`config.mk`:
```
export PLATFORM = sky130hd
export DESIGN_NAME = key_event_decoder
export DESIGN_NICKNAME = d
export VERILOG_FILES = /design/src/rtl/key_event_decoder.sv
export SDC_FILE = /design/constraint.sdc
export NUM_CORES = 1
export LEC_CHECK = 0
export CORE_UTILIZATION = 25
export CTS_BUF_LIST = sky130_fd_sc_hd__clkbuf_4 sky130_fd_sc_hd__clkbuf_8
export DETAILED_ROUTE_END_ITERATION = 8
export GPL_ROUTABILITY_DRIVEN = 0
export HOLD_SLACK_MARGIN = 0.12
export SYNTH_ARGS = -nofsm -noshare
export SYNTH_HDL_FRONTEND = slang
export SYNTH_SLANG_ARGS = --single-unit
```
`constraint.sdc`:
```
create_clock -name sys_clk -period 2.6 [get_ports sys_clk]
set_clock_uncertainty 0.05 [all_clocks]
set_input_delay 0.52 -clock sys_clk [delete_from_list [all_inputs] [get_ports sys_clk]]
set_output_delay 0.52 -clock sys_clk [all_outputs]
set_load 0.02 [all_outputs]
```
`src/rtl/key_event_decoder.sv`:
```
// key_event_decoder: turns debounced key strobes into short, double, long and auto-repeat event pulses
module key_event_decoder #(
  parameter int CLK_FREQ  = 50_000_000,
  parameter int LONG_MS   = 1000,
  parameter int DOUBLE_MS = 300,
  parameter int REPEAT_MS = 200
) (
  input  logic sys_clk,
  input  logic sys_rst,
  input  logic keyvalue,
  input  logic keyflag,
  output logic short_press,
  output logic double_press,
  output logic long_press,
  output logic repeat_press
);
  localparam int CPM    = CLK_FREQ / 1000;
  localparam int MAX_AB = LONG_MS > DOUBLE_MS ? LONG_MS : DOUBLE_MS;
  localparam int MAX_MS = MAX_AB > REPEAT_MS ? MAX_AB : REPEAT_MS;
  localparam int PW     = CPM > 1 ? $clog2(CPM) : 1;
  localparam int MW     = MAX_MS > 1 ? $clog2(MAX_MS) : 1;
  typedef enum logic [2:0] {IDLE, PRESS1, WAIT2, PRESS2, LONG} state_t;
  state_t        state_q, state_d;
  logic [PW-1:0] presc_q;
  logic [MW-1:0] ms_q;
  logic          short_d, double_d, long_d, rep_d;
  logic          press, rel, ms_tick, hit_long, hit_dbl, hit_rep, restart;
  assign press    = keyflag & ~keyvalue;
  assign rel      = keyflag & keyvalue;
  assign ms_tick  = presc_q == PW'(CPM - 1);
  assign hit_long = ms_tick && ms_q == MW'(LONG_MS - 1);
  assign hit_dbl  = ms_tick && ms_q == MW'(DOUBLE_MS - 1);
  assign hit_rep  = ms_tick && ms_q == MW'(REPEAT_MS - 1);
  // a strobe always takes priority over a threshold tick in the same cycle
  always_comb begin
    state_d  = state_q;
    short_d  = 1'b0;
    double_d = 1'b0;
    long_d   = 1'b0;
    rep_d    = 1'b0;
    case (state_q)
      IDLE:   state_d = press ? PRESS1 : IDLE;
      PRESS1: begin
        state_d = rel ? WAIT2 : hit_long ? LONG : PRESS1;
        long_d  = !rel && hit_long;
      end
      WAIT2:  begin
        state_d = press ? PRESS2 : hit_dbl ? IDLE : WAIT2;
        short_d = !press && hit_dbl;
      end
      PRESS2: begin
        state_d  = rel ? IDLE : PRESS2;
        double_d = rel;
      end
      LONG:   begin
        state_d = rel ? IDLE : LONG;
        rep_d   = !rel && hit_rep;
      end
      default: state_d = IDLE;
    endcase
  end
  assign restart = (state_d != state_q) || rep_d;
  always_ff @(posedge sys_clk) begin
    if (sys_rst) begin
      state_q      <= IDLE;
      presc_q      <= '0;
      ms_q         <= '0;
      short_press  <= 1'b0;
      double_press <= 1'b0;
      long_press   <= 1'b0;
      repeat_press <= 1'b0;
    end else begin
      state_q      <= state_d;
      presc_q      <= (restart || ms_tick) ? '0 : presc_q + PW'(1);
      ms_q         <= restart ? '0 : ms_q + MW'(ms_tick);
      short_press  <= short_d;
      double_press <= double_d;
      long_press   <= long_d;
      repeat_press <= rep_d;
    end
  end
endmodule

```
==> reports/metrics.cfg, run 1 <==
[power]
power_frac_seq=0.540
pwr-share-clk=0.411
internal_power_uw=748.6
p_leak_nw=0.6216
combPwrFrac=0.049
peakVddDrop_v=0.0002758
power.density_mw_per_mm2=509.9
switching_share=0.2172
switchingPower_uw=207.8
finalPower_uw=956.4

[global_routing]
grtUsageTotal=0.1087
grt_pass1_vias=1182
grt_max_degree=17
overflow=0
grt_pass1_wl_um=5437
antenna_found_initial=0

[floorplan]
initial_utilization=0.2662
dieHeight_um=82.57
fp.dieW_um=82.57
dieArea_mm2=0.006818
top_level_ports=8
coreArea_mm2=0.006096
rows=28

[detailed_routing]
via_per_inst=5.000
drt_iter0_markers=75
totalWireLength_um=3223
wl_per_cell_um=12.07
antenna_left=0
drtPass1Iterations=4
num_vias=1335
drc=0

[timing]
tightest_slew_ns=0.9963
slew-limit-headroom=0.3285
timing.fmax_ghz=0.4198
final_max_slew_viol_count=0
fin_setup_tns_ns=0
setup_violations=0
period_minus_slack_ns=2.382
rsz0062_at_grt=no
min_period_over_period=0.9162
hold_viol_final=0

[synthesis]
yosys-top-cells-area=dfxtp_1 41%, xor2_1 5.4%, nor4_1 5.0%
ys_seq_elements=33
synthSimpleGateAreaFrac=0.3454
yosys.area.top_type=dfxtp_1
synth_compound_area_frac=0.09483
synth_edf_count=0
synth_top_area_share=0.4071
synth_top_family_by_area=simple AND/OR/NAND/NOR gates
synth_xor_area_frac=0.09715
synth_common_cells=33 x dfxtp_1, 19 x nor2_1, 15 x nand2_1
synth_cell_types=38
syn_area_per_cell_um2=8.966
yosysMostFrequentCell=dfxtp_1
synth-adder-area-share=0.02313
synthArstFlopShare=0
synthesis.nets=188
muxShareOfSynthArea=0
syn_inst=181
yosysSeqAreaShare=0.4071
synth_warnings=0
syn_area_mm2=0.001623
ys.flop_type=dfxtp_1

[critical_path]
critPathCaptureType=flip-flop
rrSetupSlack_ns=0.22
crit_required_ns=2.68
worst-path-max-fanout=10
worst_setup_path_start_kind=flip-flop
cp.arrival_ns=2.46
critPathKind=reg2reg
r2r_start=presc_q[0]$_SDFF_PP0_
critPathLaunch=presc_q[0]$_SDFF_PP0_

[clock_network]
cts.sinks=33
htree_levels=2
numCtsBuffers=5
insertion_delay_ns=0.28
cts.reportedPaths.clkPinSlew_ns=0.07
post_cts_buffers=0
cts-root-buf=clkbuf_8
cts_tree=done
clockBufferDepth=2

[final_layout]
area_delta_synth_final_pct=15.57
drive_gt1_frac=0.08854
nets=199
antenna_cells=0
design_area_mm2=0.001876

[placement]
port_buffers=7
dp_hpwl_um=2247
dpl_cell_area_mm2=0.001779

[hold_path]
hold_class=reg2reg
min_from=presc_q[0]$_SDFF_PP0_

[outcome]
outcome=complete, no violations

[flow_run]
max_cap_violations=0

power by group through the flow:
stage                     combinational, mW  clock (mW)  sequential, mW
after floorplan                      0.0309           0           0.525
after global placement               0.0475           0           0.527
after detailed placement             0.0475           0           0.527
after CTS                            0.0479       0.406           0.516
after global routing                 0.0525       0.437           0.517
final                                0.0473       0.393           0.516
registers in the layout (all words and copies together), names as in the netlist:
signal	count
double_press	1
long_press	1
ms_q	10
presc_q	16
repeat_press	1
short_press	1
state_q	3
area by class of cell:
type	count	area, µm²
Tap cell	75	93.84
Sequential cell	33	660.6
Clock buffer	7	90.09
Fill cell	658	4220
Timing Repair Buffer	10	92.59
Multi-Input combinational cell	136	915.9
Inverter	6	22.52
kinds of logic after synthesis:
group	count (synthesis)
and+or+nand+nor	95
DFF	33
AOI/OAI and AO/OA	20
xor gates and xnor gates	18
buffers and inverters	12
adders and majority gates	3
metrics by stage:
| stage | std cells | utilization | hold slack, ns | setup slack, ns |
|---|---|---|---|---|
| floorplan | 181 | - | 0.3629 | 0.5530 |
| global placement | 260 | 0.2919 | 0.3772 | 0.1500 |
| detailed placement | 260 | 0.2919 | 0.3822 | 0.1122 |
| CTS | 267 | 0.3067 | 0.3921 | 0.2142 |
| global route | 267 | 0.3077 | 0.4110 | 0.05129 |
| finish | 267 | 0.3077 | 0.3881 | 0.2178 |
layout by cell type (no fill, tap or decap), types with 3 or more instances in the layout:
| cell | count |
|---|---|
| dfxtp_1 | 33 |
| nor2_1 | 19 |
| nand2_1 | 15 |
| nor4_1 | 12 |
| nand4_1 | 10 |
| xor2_1 | 10 |
| nand3_1 | 8 |
| xnor2_1 | 8 |
| a21oi_1 | 7 |
| clkdlybuf4s50_1 | 7 |
| inv_1 | 6 |
| clkbuf_8 | 6 |
| nor3_1 | 4 |
| and3_1 | 3 |
| and4bb_1 | 3 |
| o21ai_0 | 3 |
| o41ai_2 | 3 |
| ha_1 | 3 |
| buf_4 | 3 |
critical path: stages, from the launching register on:
cell and delay, ns:
dfxtp_1 0.34, ha_1 0.27, and3_1 0.27, nand4_1 0.21, o41ai_2 0.97, nor4_1 0.13
metal layers:
layer,up-vias,global-route usage,wire [µm]
met5,-,0,0
met4,0,0.05172,63
met3,5,0.04615,144
met2,17,0.1587,1381
met1,625,0.1369,1634
li1,688,-,-
worst paths after layout:
kind,to,depth (start not counted)
max,ms_q[6]$_SDFF_PP0_,5
min,presc_q[0]$_SDFF_PP0_,1
max reg2reg,ms_q[6]$_SDFF_PP0_,5
min reg2reg,presc_q[0]$_SDFF_PP0_,1
what timing repair did:
item                       CTS  global route
resized for setup            0             1
hold buffers                 0             0
setup endpoints to repair    0             1
(Power assumes the default switching activity.)
==> inputs of run 2 (changes only) <==
CORE_ASPECT_RATIO = 0.75   (was unset)
CORE_UTILIZATION = 30   (was 25)
==> run 2 against run 1 <==
Via count stayed put. Critical path depth is 4 higher. Register-to-register slack hardly changed. Critical path type unchanged. Largest cell class unchanged. Die area is 16% lower.
==> reports/metrics.cfg, run 2 (same netlist as run 1, synthesis figures left out) <==
[clock_network]
cts.sinks=33
cts_tree=done
cts.reportedPaths.clkPinSlew_ns=0.07
hold_buffers=0
cts-root-buf=clkbuf_8
insertion_delay_ns=0.29
clockBufferDepth=2
htree_levels=2
numCtsBuffers=5

[hold_path]
hold_class=reg2reg
holdPathEnd=presc_q[0]$_SDFF_PP0_
min_from=presc_q[0]$_SDFF_PP0_
hold_depth=1

[timing]
rsz0062_at_grt=no
min_period_over_period=0.9114
tightest_slew_ns=0.6616
hold_viol_final=0
slew-limit-headroom=0.5574
setup_violations=0
timing.fmax_ghz=0.4220
final_max_slew_viol_count=0
timing.hold.ws_ns=0.3892
period_minus_slack_ns=2.370
fin_setup_tns_ns=0

[final_layout]
nets=198
reg_top3=presc_q: 16 flops, ms_q: 10 flops, state_q: 3 flops
layout_common_cells=33 x dfxtp_1, 19 x nor2_1, 15 x nand2_1, 13 x nor4_1
largest_reg_flops=16
drive_gt1_frac=0.07853
regMostFlops=presc_q
area_delta_synth_final_pct=16.42
fillCellCount=521
antenna_cells=0
layout_commonest_cell=dfxtp_1

[floorplan]
top_level_ports=8
fp.dieW_um=86.93
initial_utilization=0.3222
rows=22
dieArea_mm2=0.005711
coreArea_mm2=0.005037
dieHeight_um=65.70

[power]
finalPower_uw=972.9
switching_share=0.2297
pwr-share-clk=0.418
internal_power_uw=749.4
p_leak_nw=0.6618
switchingPower_uw=223.5
combPwrFrac=0.051
power.density_mw_per_mm2=515.0
power_frac_seq=0.531
peakVddDrop_v=0.0001757

[global_routing]
overflow=0
grt_pass1_vias=1149
grtUsageTotal=0.1284
grt_max_degree=17
grt_pass1_wl_um=5547
antenna_found_initial=0

[placement]
port_buffers=7
dp_hpwl_um=2189

[critical_path]
crit_chain=ha_1 > and3_1 > nand4_4 > inv_1 > ha_1 > nand3_1 > nor4_1 > xnor2_1 > nor4_1
cp.arrival_ns=2.51
critPathKind=reg2reg
timing.critical_path.buf_inv=1
crit_family=simple AND/OR/NAND/NOR gates
worst_setup_path_start_kind=flip-flop
worst-path-max-fanout=7
critPathCaptureType=flip-flop
crit_required_ns=2.74
r2r_start=presc_q[0]$_SDFF_PP0_
r2r-end=ms_q[9]$_SDFF_PP0_
rrSetupSlack_ns=0.23
crit_slowest_cell=nor4_1
max_stage_delay_ns=0.36
r2r_cells=9

[detailed_routing]
num_vias=1335
via_per_inst=5.076
antenna_left=0
totalWireLength_um=3280
drc=0
drtPass1Iterations=4
drt_iter0_markers=89
wl_per_cell_um=12.47

[outcome]
outcome=complete, no violations

[flow_run]
max_cap_violations=0

-- run 2: power by group through the flow --
stage | combinational [mW] | sequential, mW | clock [mW]
2_1_floorplan | 0.0309 | 0.525 | 0
3_3_place_gp | 0.0466 | 0.527 | 0
3_5_place_dp | 0.0469 | 0.527 | 0
4_1_cts | 0.0472 | 0.516 | 0.412
5_1_grt | 0.0548 | 0.517 | 0.436
6_report | 0.0495 | 0.516 | 0.407
-- run 2: worst max-delay path by stage --
stage	depth (start not counted)	endpoint	slack, ns	startpoint
finish	9	ms_q[9]$_SDFF_PP0_	0.23	presc_q[0]$_SDFF_PP0_
global placement	5	ms_q[9]$_SDFF_PP0_	0.13	keyflag
floorplan	10	ms_q[8]$_SDFF_PP0_	0.55	presc_q[0]$_SDFF_PP0_
CTS	5	ms_q[8]$_SDFF_PP0_	0.19	presc_q[0]$_SDFF_PP0_
detailed placement	5	ms_q[9]$_SDFF_PP0_	0.11	keyflag
global route	10	ms_q[8]$_SDFF_PP0_	0.02	presc_q[0]$_SDFF_PP0_
-- run 2: area by class of cell --
type                    instances  area [µm²]  share of cell area
multi-input cells             136       940.9              0.4980
flip-flops and latches         33       660.6              0.3497
clock buffers                   7       90.09             0.04768
well taps                      72       90.09             0.04768
repair buffers                  9       85.08             0.04503
inverters                       6       22.52             0.01192
-- run 2: what timing repair did --
action | 4_1_cts | 5_1_grt
endpoints found under the setup margin | 0 | 2
buffers inserted | 0 | 0
gates resized for setup | 0 | 3
-- run 2: routing by layer --
| layer | GRT usage | routed length, µm | vias to the layer above |
|---|---|---|---|
| li1 | - | - | 685 |
| met3 | 0.04271 | 243 | 7 |
| met2 | 0.1654 | 1216 | 36 |
| met1 | 0.1833 | 1754 | 607 |
| met4 | 0.06875 | 65 | 0 |
| met5 | 0 | 0 | - |
-- run 2: stage by stage --
stage	cells	utilization	worst slack (ns)	instance area, µm²
after floorplan	181	-	0.5530	1623
after global placement	256	0.3510	0.1282	1768
after detailed placement	256	0.3510	0.1106	1768
after CTS	263	0.3689	0.1892	1858
after global routing	263	0.3751	0.02375	1889
final	263	0.3751	0.2305	1889
